--- src/rtl/ps2_cmd_pkg.sv ---
// Shared ASCII constants and key classification for the PS/2 command line editor.
package ps2_cmd_pkg;

  localparam logic [7:0] ASCII_BS       = 8'h08;
  localparam logic [7:0] ASCII_CR       = 8'h0D;
  localparam logic [7:0] ASCII_ESC      = 8'h1B;
  localparam logic [7:0] ASCII_PRINT_LO = 8'h20;
  localparam logic [7:0] ASCII_PRINT_HI = 8'h7E;

  typedef enum logic [2:0] {PRINT, BS, CR, ESC, OTHER} key_class_e;

  function automatic key_class_e classify(input logic [7:0] c);
    if (c >= ASCII_PRINT_LO && c <= ASCII_PRINT_HI) return PRINT;
    if (c == ASCII_BS)  return BS;
    if (c == ASCII_CR)  return CR;
    if (c == ASCII_ESC) return ESC;
    return OTHER;
  endfunction

endpackage

--- src/rtl/ps2_command_buffer_cmd_fifo.sv ---
// First-word-fall-through command queue; a push while full succeeds if a pop happens the same cycle.
module cmd_fifo #(
  parameter int WIDTH = 35,
  parameter int DEPTH = 4
) (
  input  logic             clock,
  input  logic             reset,
  input  logic             push,
  input  logic [WIDTH-1:0] push_data,
  input  logic             pop,
  output logic             full,
  output logic             empty,
  output logic [WIDTH-1:0] head
);

  localparam int PTR_W = $clog2(DEPTH);

  logic [PTR_W-1:0] wr_ptr_q, wr_ptr_d, rd_ptr_q, rd_ptr_d;
  logic [PTR_W:0]   count_q, count_d;
  logic [WIDTH-1:0] mem_q [DEPTH];
  logic             do_push, do_pop;

  always_comb begin
    empty    = (count_q == '0);
    full     = (count_q == (PTR_W+1)'(DEPTH));
    do_pop   = pop && !empty;
    do_push  = push && (!full || do_pop);
    wr_ptr_d = wr_ptr_q + PTR_W'(do_push);
    rd_ptr_d = rd_ptr_q + PTR_W'(do_pop);
    count_d  = count_q + (PTR_W+1)'(do_push) - (PTR_W+1)'(do_pop);
    head     = empty ? '0 : mem_q[rd_ptr_q];
  end

  always_ff @(posedge clock or posedge reset) begin
    if (reset) begin
      wr_ptr_q <= '0;
      rd_ptr_q <= '0;
      count_q  <= '0;
    end else begin
      wr_ptr_q <= wr_ptr_d;
      rd_ptr_q <= rd_ptr_d;
      count_q  <= count_d;
    end
  end

  // Storage needs no reset: head is masked to zero while empty.
  always_ff @(posedge clock) begin
    if (do_push) mem_q[wr_ptr_q] <= push_data;
  end

endmodule

--- src/rtl/ps2_command_buffer.sv ---
// Line-editing front end: builds a command line from keystrokes and commits it to a command queue on Enter.
module ps2_command_buffer
  import ps2_cmd_pkg::*;
#(
  parameter  int CHARS  = 4,
  parameter  int QDEPTH = 4,
  localparam int CMD_W  = CHARS*8,
  localparam int LEN_W  = $clog2(CHARS+1)
) (
  input  logic             clock,
  input  logic             reset,
  input  logic             key_valid,
  input  logic [7:0]       key_ascii,
  output logic             cmd_ready,
  output logic [CMD_W-1:0] cmd_data,
  output logic [LEN_W-1:0] cmd_len,
  input  logic             cmd_ack,
  output logic [LEN_W-1:0] line_len,
  output logic             echo_valid,
  output logic [7:0]       echo_ascii,
  output logic             err_line_full,
  output logic             err_queue_full
);

  logic [CMD_W-1:0] line_q, line_d;
  logic [LEN_W-1:0] len_q, len_d;
  logic             echo_valid_q, echo_valid_d;
  logic [7:0]       echo_ascii_q, echo_ascii_d;
  logic             err_lf_q, err_lf_d, err_qf_q, err_qf_d;
  logic             push, pop_ok, fifo_full, fifo_empty;
  logic [CMD_W+LEN_W-1:0] head;

  cmd_fifo #(.WIDTH(CMD_W+LEN_W), .DEPTH(QDEPTH)) u_fifo (
    .clock     (clock),
    .reset     (reset),
    .push      (push),
    .push_data ({len_q, line_q}),
    .pop       (cmd_ack),
    .full      (fifo_full),
    .empty     (fifo_empty),
    .head      (head)
  );

  always_comb begin
    line_d       = line_q;
    len_d        = len_q;
    echo_valid_d = 1'b0;
    echo_ascii_d = echo_ascii_q;
    err_lf_d     = 1'b0;
    err_qf_d     = 1'b0;
    push         = 1'b0;
    pop_ok       = cmd_ack && !fifo_empty;
    if (key_valid) begin
      case (classify(key_ascii))
        PRINT: begin
          if (len_q < LEN_W'(CHARS)) begin
            for (int unsigned i = 0; i < CHARS; i++)
              if (LEN_W'(i) == len_q) line_d[8*i +: 8] = key_ascii;
            len_d        = len_q + 1'b1;
            echo_valid_d = 1'b1;
            echo_ascii_d = key_ascii;
          end else begin
            err_lf_d = 1'b1;
          end
        end
        BS: begin
          if (len_q != '0) begin
            for (int unsigned i = 0; i < CHARS; i++)
              if (LEN_W'(i+1) == len_q) line_d[8*i +: 8] = '0;
            len_d        = len_q - 1'b1;
            echo_valid_d = 1'b1;
            echo_ascii_d = ASCII_BS;
          end
        end
        CR: begin
          if (len_q != '0) begin
            // Same-cycle ack frees a slot, so a full queue can still take this line.
            if (!fifo_full || pop_ok) begin
              push         = 1'b1;
              line_d       = '0;
              len_d        = '0;
              echo_valid_d = 1'b1;
              echo_ascii_d = ASCII_CR;
            end else begin
              err_qf_d = 1'b1;
            end
          end
        end
        ESC: begin
          line_d       = '0;
          len_d        = '0;
          echo_valid_d = 1'b1;
          echo_ascii_d = ASCII_ESC;
        end
        default: ;
      endcase
    end
  end

  always_ff @(posedge clock or posedge reset) begin
    if (reset) begin
      line_q       <= '0;
      len_q        <= '0;
      echo_valid_q <= 1'b0;
      echo_ascii_q <= '0;
      err_lf_q     <= 1'b0;
      err_qf_q     <= 1'b0;
    end else begin
      line_q       <= line_d;
      len_q        <= len_d;
      echo_valid_q <= echo_valid_d;
      echo_ascii_q <= echo_ascii_d;
      err_lf_q     <= err_lf_d;
      err_qf_q     <= err_qf_d;
    end
  end

  assign cmd_ready      = !fifo_empty;
  assign cmd_data       = head[CMD_W-1:0];
  assign cmd_len        = head[CMD_W +: LEN_W];
  assign line_len       = len_q;
  assign echo_valid     = echo_valid_q;
  assign echo_ascii     = echo_ascii_q;
  assign err_line_full  = err_lf_q;
  assign err_queue_full = err_qf_q;

endmodule

--- config.mk ---
export PLATFORM = sky130hd
export DESIGN_NAME = ps2_command_buffer
export DESIGN_NICKNAME = d
export VERILOG_FILES = /design/src/rtl/ps2_cmd_pkg.sv /design/src/rtl/ps2_command_buffer_cmd_fifo.sv /design/src/rtl/ps2_command_buffer.sv
export SDC_FILE = /design/constraint.sdc
export NUM_CORES = 1
export LEC_CHECK = 0
export ABC_CLOCK_PERIOD_IN_PS = 6700
export BUFFER_PORTS_ARGS = -buffer_cell sky130_fd_sc_hd__buf_2
export CORE_UTILIZATION = 50
export CTS_BUF_LIST = sky130_fd_sc_hd__clkbuf_8
export CTS_CLUSTER_SIZE = 40
export DETAILED_ROUTE_END_ITERATION = 10
export HOLD_SLACK_MARGIN = 0.03
export PLACE_DENSITY_LB_ADDON = 0.25
export SLEW_MARGIN = 20
export SYNTH_ARGS = -nofsm -noshare
export SYNTH_HDL_FRONTEND = slang
export SYNTH_SLANG_ARGS = --single-unit
export TNS_END_PERCENT = 20
--- constraint.sdc ---
create_clock -name clock -period 6.7 [get_ports clock]
set_input_delay 1.005 -clock clock [delete_from_list [all_inputs] [get_ports clock]]
set_output_delay 1.005 -clock clock [all_outputs]
set_load 0.02 [all_outputs]
== Word-level counts from Yosys, hierarchy flattened ==
Memories as Yosys holds them, arrays and structs flattened.
Cells that the tools add are included.
Widths: inputs -> output; s select.
Word-level totals
  output and inout port bits: 50
  memories kept: 1
  logic and storage cells: 125
  flip-flop bits (word level): 53
  input bits: 12
  RAM bits: 140
Cells by class
  reduce and logical (&&, ||, !) cells: 16
  $lt $le $gt $ge: 3
  muxes and demuxes: 64
  add/subtract/negate cells: 6
  eq/ne operators: 23
Memories
  u_fifo.mem_q: words 4, width 35, read ports 1, clocked after Yosys merged registers in 0, wr ports 1, line ps2_command_buffer_cmd_fifo.sv:20  | logic [WIDTH-1:0] mem_q [DEPTH];
Operators with widths (count)
  $mux 32: 4
  $pmux 32 s4: 1
  $mux 8: 12
  $mux 3: 13
  $mux 35: 1
  $pmux 8 s4: 1
  $reduce_and 8->1: 4
  $mux 1: 30
  $ne 2x2->1 const B: 12
  $eq 8x4->1 const B: 2
  $pmux 3 s4: 1
  $logic_not 3->1: 3
  $eq 8x5->1 const B: 1
  $ge 8x6->1 const B: 1
  $le 8x7->1 const B: 1
  $eq 2x3->1 const A: 2
  $eq 3x2->1 const B: 2
  $reduce_and 6->1: 1
  $add 2x1->2: 2
  $pmux 1 s4: 1
  $reduce_bool 4->1: 1
  $add 3x1->3: 1
  $add 3x1->3 const B: 1
  $eq 1x3->1 const A: 1
  10 further kinds: 13

== Logic depth before layout (Yosys ltp) ==
  depth after elaboration: 24
  depth in mapped cells: 10
  mapped depth without buffers: 10

== Cells and area by module ==
From an unflattened synthesis, not the netlist that was laid out.
Second synthesis, totals
  cells, all modules: 410
  area, all modules: 7891.3 um2
By module, submodules not included
  cmd_fifo: cells each 253, instances 1, seq. area each 4379.2 um2, area an instance 5759.3 um2
  ps2_command_buffer: cells each 157, instances 1, seq. area each 1151.1 um2, area an instance 2132.0 um2

== Least setup slack after synthesis ==
OpenSTA, ideal clock, no wires.
  path kind: in2reg
  start: in key_ascii[7]
  end: mem u_fifo.mem_q[1][0] (enable)
  required time: 6.173 ns
  setup slack: 0.739 ns
  arrival time: 5.434 ns
  path buffers: 0
  setup time: 0.527 ns
  stages: 4
  cells stage by stage: nor3_2 -> nand2_1 -> nand4bb_1 -> nor4b_1
On the way
  cells in the longest elaborated chain, start to end: 17
  elaborated cells on any way between the ends: 34
  those cells by class: order compare: 2; eq/ne: 4; mux: 26; reduce/logical: 2
RTL lines
  start, declared: line ps2_command_buffer.sv:13  | input logic [7:0] key_ascii,
  $eq 8x5->1: line ps2_cmd_pkg.sv:16  | if (c == ASCII_ESC) return ESC;
  $mux 1 (2 in series): line ps2_cmd_pkg.sv:16
  $mux 1: line ps2_cmd_pkg.sv:15  | if (c == ASCII_CR) return CR;
  $mux 1: line ps2_cmd_pkg.sv:14  | if (c == ASCII_BS) return BS;
  $mux 1: line ps2_command_buffer.sv:53  | if (key_valid) begin
  $mux 3: line ps2_cmd_pkg.sv:17  | return OTHER;
  $mux 3: line ps2_cmd_pkg.sv:16
  $mux 3: line ps2_cmd_pkg.sv:15
  $mux 3 (*): line ps2_cmd_pkg.sv:14
  $mux 3 (*): line ps2_command_buffer.sv:53
  $eq 3x2->1 (*): line ps2_command_buffer.sv:54  | case (classify(key_ascii))
  $mux 1 (*): line ps2_command_buffer.sv:54
  $mux 1 (*): line ps2_command_buffer.sv:53
  $logic_and 1x1->1 (*): line ps2_command_buffer_cmd_fifo.sv:27  | do_push = push && (!full || do_pop);
  $mux 1 (*): line ps2_command_buffer_cmd_fifo.sv:48  | if (do_push) mem_q[wr_ptr_q] <= push_data;
  $mux 1 (not written as such) (*): line ps2_command_buffer_cmd_fifo.sv:48
  end, declared: line ps2_command_buffer_cmd_fifo.sv:20
Every way passes the cells marked *; elsewhere a longest branch is shown, timed or not. The select of a mux whose other input is x is not followed.

== Final worst setup path ==
  start: reg u_fifo.rd_ptr_q[0]
  end: out cmd_len[1]
On the way
  cells in the longest elaborated chain, start to end: 2
RTL lines
  start, declared: line ps2_command_buffer_cmd_fifo.sv:18  | logic [PTR_W-1:0] wr_ptr_q, wr_ptr_d, rd_ptr_q, rd_ptr_d;
  start signal, assigned: line ps2_command_buffer_cmd_fifo.sv:41  | rd_ptr_q <= rd_ptr_d;
  $mem_v2 4x35
  $mux 35: line ps2_command_buffer_cmd_fifo.sv:31  | head = empty ? '0 : mem_q[rd_ptr_q];
  end, declared: line ps2_command_buffer.sv:16  | output logic [LEN_W-1:0] cmd_len,
No other way between the ends.

==> impl_results.md <==
- Endpoints failing hold: 0
- Initial antenna violation count: 0
- Netlist cell types: 48
- Crit path DAT: 2.64 ns
- Layout cells sized above 1: 36.8%
- Critical path capture point type: output pin
- Num CTS Buffers: 17
- RSZ-0062 raised after global routing: no
- Pre-Repair DR Iteration Count: 4
- Ys async rst share: 27.5%
- Postcts setup bufs: 0
- Post-CTS Hold Fix Bufs: 0
- Drt wl/cell: 20.2 um
- First-pass GRT wire length: 21500 um
- Worst-Skew Late Latency: 0.46 ns
- Core box area: 0.0151 mm2
- H-tree levels: 4
- Min-Delay Path Class: register to register
- Routed Antenna Nets: 0
- Post-synth top area share: 54.3%
- Sw Share: 32.4%
- Worst path required time: 5.69 ns
- IO Pins: 62
- DRC errors left: 0
- Setup tns final: 0 ns
- Initial DRC count: 249
- Die ar.: 0.0160 mm2
- Final setup fails: 0
- Sw Pwr: 1130 uW
- Sequential-to-total area share from yosys stat: 71.5%
- Hold Worst Slack: 0.508 ns
- Largest cells by area after synthesis: edfxtp_1 54%, dfrtp_1 17%, mux4_2 10%
- CTS Root Cell: clkbuf_8
- Post-Syn Area per Cell: 19.1 um2
- Power share of the clock group: 20.3%
- Largest net degree at the start of global routing: 54
- Placement Rows: 45
- Sequential share of power: 49.4%
- Peak Freq: 274 MHz
- Slowest CP cell: dfrtp_2
- Die Ht: 126 um
- Combinational Power Share: 30.3%
- Final core occ: 57.3%
- Internal power: 2360 uW
- Clk slew on worst S/H paths: 0.09 ns
- Detailed placement HPWL: 8270 um
- Nets@finish: 502
- DR vias/cell: 5.54
- Initial core utilization: 51.1%
- Worst-Margin Slew: 0.725 ns
- Max-slew violations: 0
- Synth warn: 0
- Number of synthesized flops with an enable pin: 140
- GP Congestion: 0.824
- Tcrit/Tclk final: 54.4%
- Diode count: 0
- DR vias: 3765
- Cell taking the most area after synthesis: edfxtp_1
- Skew final: 0.00836 ns
- Clk sink count: 193
- Synth Cell Area: 0.00774 mm2
- Final WL: 13700 um
- Vias in the first global route: 3932
- Post-CTS Resized: 0
- Top_reg_cell synth: edfxtp_1
- Max Fanout on Critical Path: 21
- Startpoint Class: register
- I/O Buffers: 61
- Tmin final: 3.64 ns
- CP Class: register to output pin
- Slew HR: 51.6%
- CTS tree: yes
- Max stage delay on crit path: 0.75 ns
- Max-cap violations: 0
- Mapped Cells: 404
- Area Overhead vs Synth: 12.1%
- Tot GR Track Use: 18.7%
- Syn nets: 427
- Leakage: 0.00323 uW
- CTS max path bufs: 2
- P per Cell Area: 402 mW/mm2
- Die width: 126 um
- Gr ovfl total: 0
- #FFs+latches synth: 193
- VDD IR max: 0.201 mV
- Status: finished, final reports clean
- CP Cell Sequence: buf_4 > mux4_2 > nor2b_1 > buf_2
-- cell usage in the layout, fill, tap and decap left out, types with 2 or more instances in the layout --
master       n
nand2_1      5
mux2i_1      2
nor2b_1     41
clkbuf_8    18
edfxtp_1   140
nand3_1      2
buf_4        8
and3_1       4
nor3b_1      2
xor2_1       2
and2_1       7
clkinv_1     2
inv_1       14
o21ai_0      3
nor3_2       2
nor4b_2      2
ha_1        10
dfrtp_1     52
bufinv_16    2
buf_2       61
mux4_2      35
a21oi_1      3
nor2_1       4
mux2_1       3
mux2_2      33
clkinv_4     3
clkinv_2     4
xnor2_1      3
-- worst max-delay path: cells and delay by family (launching register included) --
kind	cells	cell delay (ns)
simple gates	1	0.17
buf+inv	2	0.68
flops	1	0.75
mux	1	0.56
-- final timing paths --
check,from,end,slack (ns),cells after the start
min,echo_ascii[7]$_DFFE_PP0P_,echo_ascii[7]$_DFFE_PP0P_,0.51,1
max reg2reg,line_len[1]$_DFFE_PP0P_,u_fifo.mem_q[3][17]$_DFFE_PP_,3.97,7
max,u_fifo.rd_ptr_q[0]$_DFF_PP0_,cmd_len[1],3.06,4
min reg2reg,echo_ascii[7]$_DFFE_PP0P_,echo_ascii[7]$_DFFE_PP0P_,0.51,1
max in group asynchronous,reset,u_fifo.rd_ptr_q[0]$_DFF_PP0_,5.46,3
min in group asynchronous,reset,echo_ascii[3]$_DFFE_PP0P_,0.73,3
-- area by class of cell --
cell class | count | area, um2
fill | 1148 | 6470
sequential | 193 | 5530
multi-input combinational | 186 | 2120
timing repair buffer | 69 | 365
clock buffer | 18 | 248
tap | 188 | 235
clock inverter | 14 | 125
inverter | 12 | 45.0
-- cell families after synthesis --
logic type / after synthesis / synth area share, %
AOI/OAI and AO/OA: 20 / 2.43
and+or+nand+nor: 77 / 6.57
buffers and inverters: 25 / 1.39
muxes: 73 / 15.7
DFF: 193 / 71.5
adders and majority gates: 11 / 1.88
xor gates and xnor gates: 5 / 0.566
-- cells in the mapped netlist (2+ instances only) --
| cell | n |
|---|---|
| mux2_1 | 3 |
| mux2_2 | 33 |
| xor2_1 | 2 |
| nor4b_1 | 2 |
| and3_1 | 4 |
| mux2i_1 | 2 |
| nand3_1 | 2 |
| buf_2 | 5 |
| nor2_1 | 4 |
| nor3b_1 | 2 |
| and2_1 | 7 |
| nor2b_1 | 41 |
| clkbuf_1 | 7 |
| dfrtp_1 | 53 |
| mux4_2 | 35 |
| ha_1 | 10 |
| inv_1 | 12 |
| edfxtp_1 | 140 |
| nand2_1 | 5 |
| a21oi_1 | 3 |
| xnor2_1 | 3 |
| o21ai_0 | 3 |
-- layer usage --
metal  GRT usage [%]  up-vias  wire [um]
met3            5.15       17        748
li1                -     1710          -
met4            7.58        0        256
met2            31.3      102       6980
met1            23.0     1936       5740
met5               0        -          0
-- through the flow --
stage	total power [uW]	area, um2	setup WS (ns)	instances
global route	3660	8670	2.85	680
CTS	3530	8670	2.97	680
finish	3490	8670	3.06	680
floorplan	2490	7740	0.739	404
global placement	2800	8300	3.44	648
detailed placement	2830	8300	3.30	648
-- registers in the layout, summed over array words and instances (netlist names) --
name and count:
line_q 32, u_fifo.mem_q 140, u_fifo.wr_ptr_q 2, err_queue_full 1, u_fifo.rd_ptr_q 2, line_len 3
err_line_full 1, echo_valid 1, u_fifo.count_q 3, echo_ascii 8
-- power by group through the flow --
stage / Sequential (uW) / Clock (uW) / Combinational (uW)
after floorplan: 1690 / 0 / 799
after global placement: 1730 / 0 / 1070
after detailed placement: 1750 / 0 / 1080
after CTS: 1730 / 724 / 1080
after global routing: 1760 / 762 / 1140
final: 1720 / 708 / 1060
(Power assumes the default switching activity.)
